<file path="src/rtl/kbd_ascii_decoder.sv">
// PS/2 set-2 event to ASCII translator with modifier tracking and a character FIFO.
// Optional KBD_ASCII_LED_EN adds led_o (registered modifier copy) and a sticky overflow_o.
module kbd_ascii_decoder #(
    parameter int DEPTH = 16
) (
    input  logic                   clk_i,
    input  logic                   reset_i,
    input  logic                   read_valid_i,
    input  logic [15:0]            read_data_i,
    output logic                   read_enable_o,
    input  logic                   char_read_i,
    output logic [7:0]             char_o,
    output logic                   char_valid_o,
    output logic [$clog2(DEPTH):0] char_count_o,
    output logic [2:0]             mods_o,
    output logic                   dbg_state_o
`ifdef KBD_ASCII_LED_EN
    ,
    output logic [2:0]             led_o,
    output logic                   overflow_o
`endif
);
    // Handshake: an upstream event is consumed on any cycle where read_enable_o && read_valid_i.
    localparam int AW = $clog2(DEPTH);
    localparam logic [AW:0] FULL = (AW + 1)'(DEPTH);

    typedef enum logic {IDLE = 1'b0, DECODE = 1'b1} state_t;

    state_t        state;
    logic [9:0]    ev_q;
    logic          shift_l, shift_r, ctrl_l, ctrl_r, caps;
    logic [7:0]    mem [DEPTH];
    logic [AW-1:0] wr_ptr, rd_ptr;
    logic [AW:0]   count;

    logic          ev_ext, ev_brk;
    logic [7:0]    ev_sc;
    logic [15:0]   entry;
    logic          is_letter, is_mod, use_shifted, shift_on, ctrl_on;
    logic          xlat_valid;
    logic [7:0]    xlat_char;
    logic          push, pop;
    logic          unused_bits;

    // Returns {shifted, unshifted} for a US layout; 0 marks an untranslated code.
    function automatic logic [15:0] lookup(input logic [6:0] code);
        case (code)
            7'h0D: lookup = {8'h09, 8'h09};
            7'h0E: lookup = {8'h7E, 8'h60};
            7'h15: lookup = {8'h51, 8'h71};
            7'h16: lookup = {8'h21, 8'h31};
            7'h1A: lookup = {8'h5A, 8'h7A};
            7'h1B: lookup = {8'h53, 8'h73};
            7'h1C: lookup = {8'h41, 8'h61};
            7'h1D: lookup = {8'h57, 8'h77};
            7'h1E: lookup = {8'h40, 8'h32};
            7'h21: lookup = {8'h43, 8'h63};
            7'h22: lookup = {8'h58, 8'h78};
            7'h23: lookup = {8'h44, 8'h64};
            7'h24: lookup = {8'h45, 8'h65};
            7'h25: lookup = {8'h24, 8'h34};
            7'h26: lookup = {8'h23, 8'h33};
            7'h29: lookup = {8'h20, 8'h20};
            7'h2A: lookup = {8'h56, 8'h76};
            7'h2B: lookup = {8'h46, 8'h66};
            7'h2C: lookup = {8'h54, 8'h74};
            7'h2D: lookup = {8'h52, 8'h72};
            7'h2E: lookup = {8'h25, 8'h35};
            7'h31: lookup = {8'h4E, 8'h6E};
            7'h32: lookup = {8'h42, 8'h62};
            7'h33: lookup = {8'h48, 8'h68};
            7'h34: lookup = {8'h47, 8'h67};
            7'h35: lookup = {8'h59, 8'h79};
            7'h36: lookup = {8'h5E, 8'h36};
            7'h3A: lookup = {8'h4D, 8'h6D};
            7'h3B: lookup = {8'h4A, 8'h6A};
            7'h3C: lookup = {8'h55, 8'h75};
            7'h3D: lookup = {8'h26, 8'h37};
            7'h3E: lookup = {8'h2A, 8'h38};
            7'h41: lookup = {8'h3C, 8'h2C};
            7'h42: lookup = {8'h4B, 8'h6B};
            7'h43: lookup = {8'h49, 8'h69};
            7'h44: lookup = {8'h4F, 8'h6F};
            7'h45: lookup = {8'h29, 8'h30};
            7'h46: lookup = {8'h28, 8'h39};
            7'h49: lookup = {8'h3E, 8'h2E};
            7'h4A: lookup = {8'h3F, 8'h2F};
            7'h4B: lookup = {8'h4C, 8'h6C};
            7'h4C: lookup = {8'h3A, 8'h3B};
            7'h4D: lookup = {8'h50, 8'h70};
            7'h4E: lookup = {8'h5F, 8'h2D};
            7'h52: lookup = {8'h22, 8'h27};
            7'h54: lookup = {8'h7B, 8'h5B};
            7'h55: lookup = {8'h2B, 8'h3D};
            7'h5A: lookup = {8'h0D, 8'h0D};
            7'h5B: lookup = {8'h7D, 8'h5D};
            7'h5D: lookup = {8'h7C, 8'h5C};
            7'h66: lookup = {8'h08, 8'h08};
            7'h76: lookup = {8'h1B, 8'h1B};
            default: lookup = 16'h0000;
        endcase
    endfunction

    assign unused_bits   = ^read_data_i[15:10];
    assign ev_ext        = ev_q[9];
    assign ev_brk        = ev_q[8];
    assign ev_sc         = ev_q[7:0];
    assign shift_on      = shift_l | shift_r;
    assign ctrl_on       = ctrl_l | ctrl_r;
    assign mods_o        = {caps, ctrl_on, shift_on};
    assign dbg_state_o   = (state == DECODE);
    assign read_enable_o = !reset_i && (state == IDLE) && read_valid_i && (count < FULL);

    always_comb begin
        entry       = lookup(ev_sc[6:0]);
        is_letter   = (entry[7:0] >= 8'h61) && (entry[7:0] <= 8'h7A);
        is_mod      = ev_ext ? (ev_sc == 8'h14) : (ev_sc inside {8'h12, 8'h14, 8'h58, 8'h59});
        use_shifted = is_letter ? (shift_on ^ caps) : shift_on;
        xlat_valid  = 1'b0;
        xlat_char   = 8'h00;
        if (!ev_brk && !is_mod) begin
            if (ev_ext) begin
                if (ev_sc == 8'h4A) begin
                    xlat_valid = 1'b1;
                    xlat_char  = 8'h2F;
                end else if (ev_sc == 8'h5A) begin
                    xlat_valid = 1'b1;
                    xlat_char  = 8'h0D;
                end
            end else if (!ev_sc[7] && (entry[7:0] != 8'h00)) begin
                // Ctrl only yields control codes for letters; other keys are swallowed.
                if (ctrl_on) begin
                    if (is_letter) begin
                        xlat_valid = 1'b1;
                        xlat_char  = entry[7:0] & 8'h1F;
                    end
                end else begin
                    xlat_valid = 1'b1;
                    xlat_char  = use_shifted ? entry[15:8] : entry[7:0];
                end
            end
        end
    end

    assign push = (state == DECODE) && xlat_valid;
    assign pop  = char_read_i && (count != '0);

    always_ff @(posedge clk_i) begin
        if (reset_i) begin
            state   <= IDLE;
            ev_q    <= '0;
            shift_l <= 1'b0;
            shift_r <= 1'b0;
            ctrl_l  <= 1'b0;
            ctrl_r  <= 1'b0;
            caps    <= 1'b0;
`ifdef KBD_ASCII_LED_EN
            led_o      <= '0;
            overflow_o <= 1'b0;
`endif
        end else begin
`ifdef KBD_ASCII_LED_EN
            led_o <= mods_o;
            if ((state == DECODE) && !ev_brk && !is_mod && !xlat_valid && ctrl_on)
                overflow_o <= 1'b1;
`endif
            case (state)
                IDLE: begin
                    if (read_enable_o) begin
                        ev_q  <= read_data_i[9:0];
                        state <= DECODE;
                    end
                end
                DECODE: begin
                    state <= IDLE;
                    if (ev_ext) begin
                        if (ev_sc == 8'h14) ctrl_r <= !ev_brk;
                    end else begin
                        case (ev_sc)
                            8'h12: shift_l <= !ev_brk;
                            8'h59: shift_r <= !ev_brk;
                            8'h14: ctrl_l  <= !ev_brk;
                            8'h58: if (!ev_brk) caps <= !caps;
                            default: ;
                        endcase
                    end
                end
                default: state <= IDLE;
            endcase
        end
    end

    always_ff @(posedge clk_i) begin
        if (push && !reset_i) mem[wr_ptr] <= xlat_char;
    end

    always_ff @(posedge clk_i) begin
        if (reset_i) begin
            wr_ptr <= '0;
            rd_ptr <= '0;
            count  <= '0;
        end else begin
            if (push) wr_ptr <= wr_ptr + 1'b1;
            if (pop)  rd_ptr <= rd_ptr + 1'b1;
            case ({push, pop})
                2'b10:   count <= count + 1'b1;
                2'b01:   count <= count - 1'b1;
                default: ;
            endcase
        end
    end

    assign char_valid_o = (count != '0);
    assign char_o       = char_valid_o ? mem[rd_ptr] : 8'h00;
    assign char_count_o = count;

endmodule

</file>
<file path="config.mk">
export PLATFORM = sky130hd
export DESIGN_NAME = kbd_ascii_decoder
export DESIGN_NICKNAME = d
export VERILOG_FILES = /design/src/rtl/kbd_ascii_decoder.sv
export SDC_FILE = /design/constraint.sdc
export NUM_CORES = 1
export LEC_CHECK = 0
export CAP_MARGIN = 20
export CORE_UTILIZATION = 40
export DETAILED_ROUTE_END_ITERATION = 10
export MAX_ROUTING_LAYER = met4
export SLEW_MARGIN = 20
export SYNTH_ARGS = -nofsm -noshare
export SYNTH_HDL_FRONTEND = slang
export SYNTH_SLANG_ARGS = --single-unit
</file>
<file path="constraint.sdc">
create_clock -name clk_i -period 8.65 [get_ports clk_i]
set_input_delay 1.2975 -clock clk_i [delete_from_list [all_inputs] [get_ports clk_i]]
set_output_delay 1.2975 -clock clk_i [all_outputs]
set_load 0.02 [all_outputs]
</file>
==> summary.md <==
| Metric | Value |
|---|---|
| Synthesized area per cell | `11.46 um^2` |
| Final hold violations | `0` |
| Pwr Density | `214.8 mW/mm^2` |
| TritonRoute pass-1 iters | `7` |
| Fill count | `1878` |
| Status | `complete, no violations` |
| Arrival time at the worst endpoint | `5010 ps` |
| Worst vdd ir | `0.0001019 V` |
| CP Max Fanout | `26` |
| Final setup TNS | `0 ps` |
| R2R setup slack | `4840 ps` |
| Initial drt markers | `663` |
| Max_cap viols | `0` |
| Routed Antenna Nets | `0` |
| Min cycle time layout | `4670 ps` |
| Final Cycle Share | `53.99%` |
| Post-Syn Area | `0.008559 mm^2` |
| Setup crit end | `entry[9]$_DFF_P_` |
| Post-synth ARST share | `0%` |
| Post-Synthesis Cells | `747` |
| Worst skew pair latency | `430 ps` |
| Grt ovf | `0` |
| Synth area leaders | `edfxtp_1 39%, dfxtp_1 11%, mux4_2 9.2%, a21oi_1 2.6%, ha_1 2.6%` |
| Startpoint Class | `primary input` |
| Post-route DRC | `0` |
| DIE WIDTH | `148.3 um` |
| Yosys Warn Count | `0` |
| RSZ-0062 raised after global routing | `false` |
| Core Region | `0.02102 mm^2` |
| Post-synth EDFFs | `112` |
| Number of global-route vias before repair | `6246` |
| Pins Over Slew Limit | `0` |
| Cts hold-fix bufs | `0` |
| GPL Wtd Cong | `0.9653` |
| Port bufs | `31` |
| Clk sinks | `159` |
| Postcts setup bufs | `0` |
| Fin util | `45.91%` |
| Top cell type's share of synthesized area | `39.29%` |
| Worst R2R Path Depth | `13` |
| Worst Setup SP | `read_valid_i` |
| Synth top cells by count | `112 x edfxtp_1, 55 x nor2_1, 48 x nand2_1, 47 x dfxtp_1, 45 x a21oi_1` |
| Diodes inserted | `0` |
| Worst min path class | `reg -> reg` |
| First-pass GRT wire length | `36340 um` |
| Largest net degree at the start of global routing | `65` |
| CP required | `8990 ps` |
| Setup ws final | `3980 ps` |
| Total Routing Usage GR | `22.83%` |
| Clock Skews | `11.99 ps` |
| Kind of critical path | `in -> reg` |
| Slew HR | `22.60%` |
| Area growth syn-to-layout | `12.75%` |
| CTS tree | `done` |
| Worst r2r src | `ev_q[4]$_SDFFE_PP0N_` |
| H-tree Lvls | `4` |
| Initial antenna violation count | `0` |
| Post-synthesis cell type with the largest combined area | `edfxtp_1` |
| CP Capture Type | `flip-flop` |
| Mean routed wirelength per cell | `22.68 um` |
| CTS Buffer Depth | `2` |
| CTS root buffer | `clkbuf_16` |
| Final setup vio count | `0` |
| Final WL | `23680 um` |
| Number of CTS-inserted buffers | `17` |
| Most frequent cell after synthesis | `edfxtp_1` |
| Measured slew at the worst slew-check pin | `1152 ps` |
| Core Rows | `53` |
| I/O pin count | `39` |
| LEAKAGE | `3.216 nW` |
| Die height | `148.3 um` |
| Library cells used by synthesis | `79` |
| HPWL after detailed placement | `16730 um` |
| Vias | `6311` |
| Yosys reg bits | `159` |
| Seq/Total Area, Yosys | `50.29%` |
| Leading register cell type out of synthesis | `edfxtp_1` |
| PostCTS Resize Cnt | `0` |
| Share of cells above drive strength 1 | `14.43%` |
| Layout net count | `795` |
| Dpl ws | `3589 ps` |
| Initial core utilization | `40.72%` |
| Vias/cell | `6.045` |
| FF-to-FF End | `char_count_o[4]$_SDFFE_PP0P_` |
| Mapped Nets | `786` |
| Die area | `0.02199 mm^2` |
| Clk slew on worst S/H paths | `70 ps` |
| Max Freq | `214.1 MHz` |
registers in the layout (all words and copies together), names as in the netlist, named ones only:
| register | flops |
|---|---|
| caps | 1 |
| char_count_o | 5 |
| ctrl_l | 1 |
| ctrl_r | 1 |
| dbg_state_o | 1 |
| entry | 14 |
| ev_q | 10 |
| mem | 112 |
| rd_ptr | 4 |
| shift_l | 1 |
| shift_r | 1 |
| wr_ptr | 4 |
worst max-delay path, cell delays in order:
cell	delay, ps
clkdlybuf4s50_1	510
or3b_1	350
buf_4	240
mux2i_1	180
or2_2	380
inv_1	140
ha_1	420
nand3b_1	170
o22ai_1	470
nand3_1	310
o211ai_1	180
a21oi_1	60
a221oi_1	280
layout by cell type (no fill, tap or decap), types with 11 or more instances in the layout:
cell type | netlist | routed
buf_4 | 6 | 12
nor3_1 | 21 | 19
nand3b_1 | 11 | 11
dfxtp_1 | 47 | 46
clkdlybuf4s50_1 | 0 | 30
o21ai_0 | 29 | 29
nor2b_1 | 20 | 20
nor2_1 | 55 | 55
edfxtp_1 | 112 | 112
mux2i_1 | 19 | 18
a211oi_1 | 15 | 15
mux4_2 | 35 | 35
clkbuf_16 | 0 | 17
a21oi_1 | 45 | 44
ha_1 | 18 | 18
nand2_1 | 48 | 48
inv_1 | 19 | 19
nand3_1 | 19 | 19
routing by layer:
| metal | global-route usage (%) | vias to the layer above | part of all wire, % |
|---|---|---|---|
| li1 | - | 2911 | - |
| met1 | 26.90 | 3130 | 42 |
| met2 | 38.85 | 217 | 51 |
| met3 | 3.436 | 53 | 4.2 |
| met4 | 9.742 | 0 | 3.1 |
| met5 | - | - | 0 |
power breakdown:
part | switching, W | total (W) | internal (W) | leakage [nW]
registers | 0.0000613 | 0.000899 | 0.000837 | 1.44
logic | 0.000237 | 0.000441 | 0.000204 | 1.49
clock network | 0.000345 | 0.000733 | 0.000389 | 0.286
total | 0.000643 | 0.00207 | 0.00143 | 3.22
worst min-delay path by stage:
stage | depth (start not counted) | start | to | slack (ps)
finish | 2 | ctrl_r$_SDFFE_PP0P_ | ctrl_r$_SDFFE_PP0P_ | 540
global route | 2 | ctrl_r$_SDFFE_PP0P_ | ctrl_r$_SDFFE_PP0P_ | 570
CTS | 2 | ctrl_r$_SDFFE_PP0P_ | ctrl_r$_SDFFE_PP0P_ | 540
detailed placement | 2 | ctrl_r$_SDFFE_PP0P_ | ctrl_r$_SDFFE_PP0P_ | 520
global placement | 2 | rd_ptr[3]$_SDFFE_PP0P_ | rd_ptr[3]$_SDFFE_PP0P_ | 510
floorplan | 2 | ctrl_r$_SDFFE_PP0P_ | ctrl_r$_SDFFE_PP0P_ | 480
metrics by stage:
step                      cells  power (W)  instance area, um^2  hold WS [ps]
after floorplan             747   0.001213                 8559         477.7
after global placement     1011   0.001348                 9041         505.9
after detailed placement   1011   0.001358                 9045         519.3
after CTS                  1043   0.002089                 9630         540.9
after global routing       1044   0.002155                 9651         570.7
final                      1044   0.002073                 9651         541.9
final cells by class:
| cell class | count | area (um^2) | share of cell area (%) |
|---|---|---|---|
| timing repair buffer | 43 | 395.4 | 4.097 |
| clock buffer | 17 | 425.4 | 4.408 |
| multi-input combinational | 510 | 3924 | 40.66 |
| sequential | 159 | 4308 | 44.64 |
| tap | 275 | 344.1 | 3.565 |
| inverter | 25 | 93.84 | 0.9724 |
| clock inverter | 15 | 160.2 | 1.660 |
cell families (layout without fill, tap and decap cells):
| group | Yosys count | in the layout | share of synthesized area, % |
|---|---|---|---|
| other | 1 | 1 | 0.04381 |
| and+or+nand+nor | 237 | 237 | 14.72 |
| xor gates and xnor gates | 12 | 12 | 1.228 |
| buffers and inverters | 78 | 100 | 4.078 |
| muxes | 60 | 60 | 12.34 |
| adders and majority gates | 19 | 19 | 2.865 |
| DFF | 159 | 159 | 50.29 |
| AOI/OAI and AO/OA | 181 | 181 | 14.44 |
No activity file was read; power rests on OpenSTA's default activity.
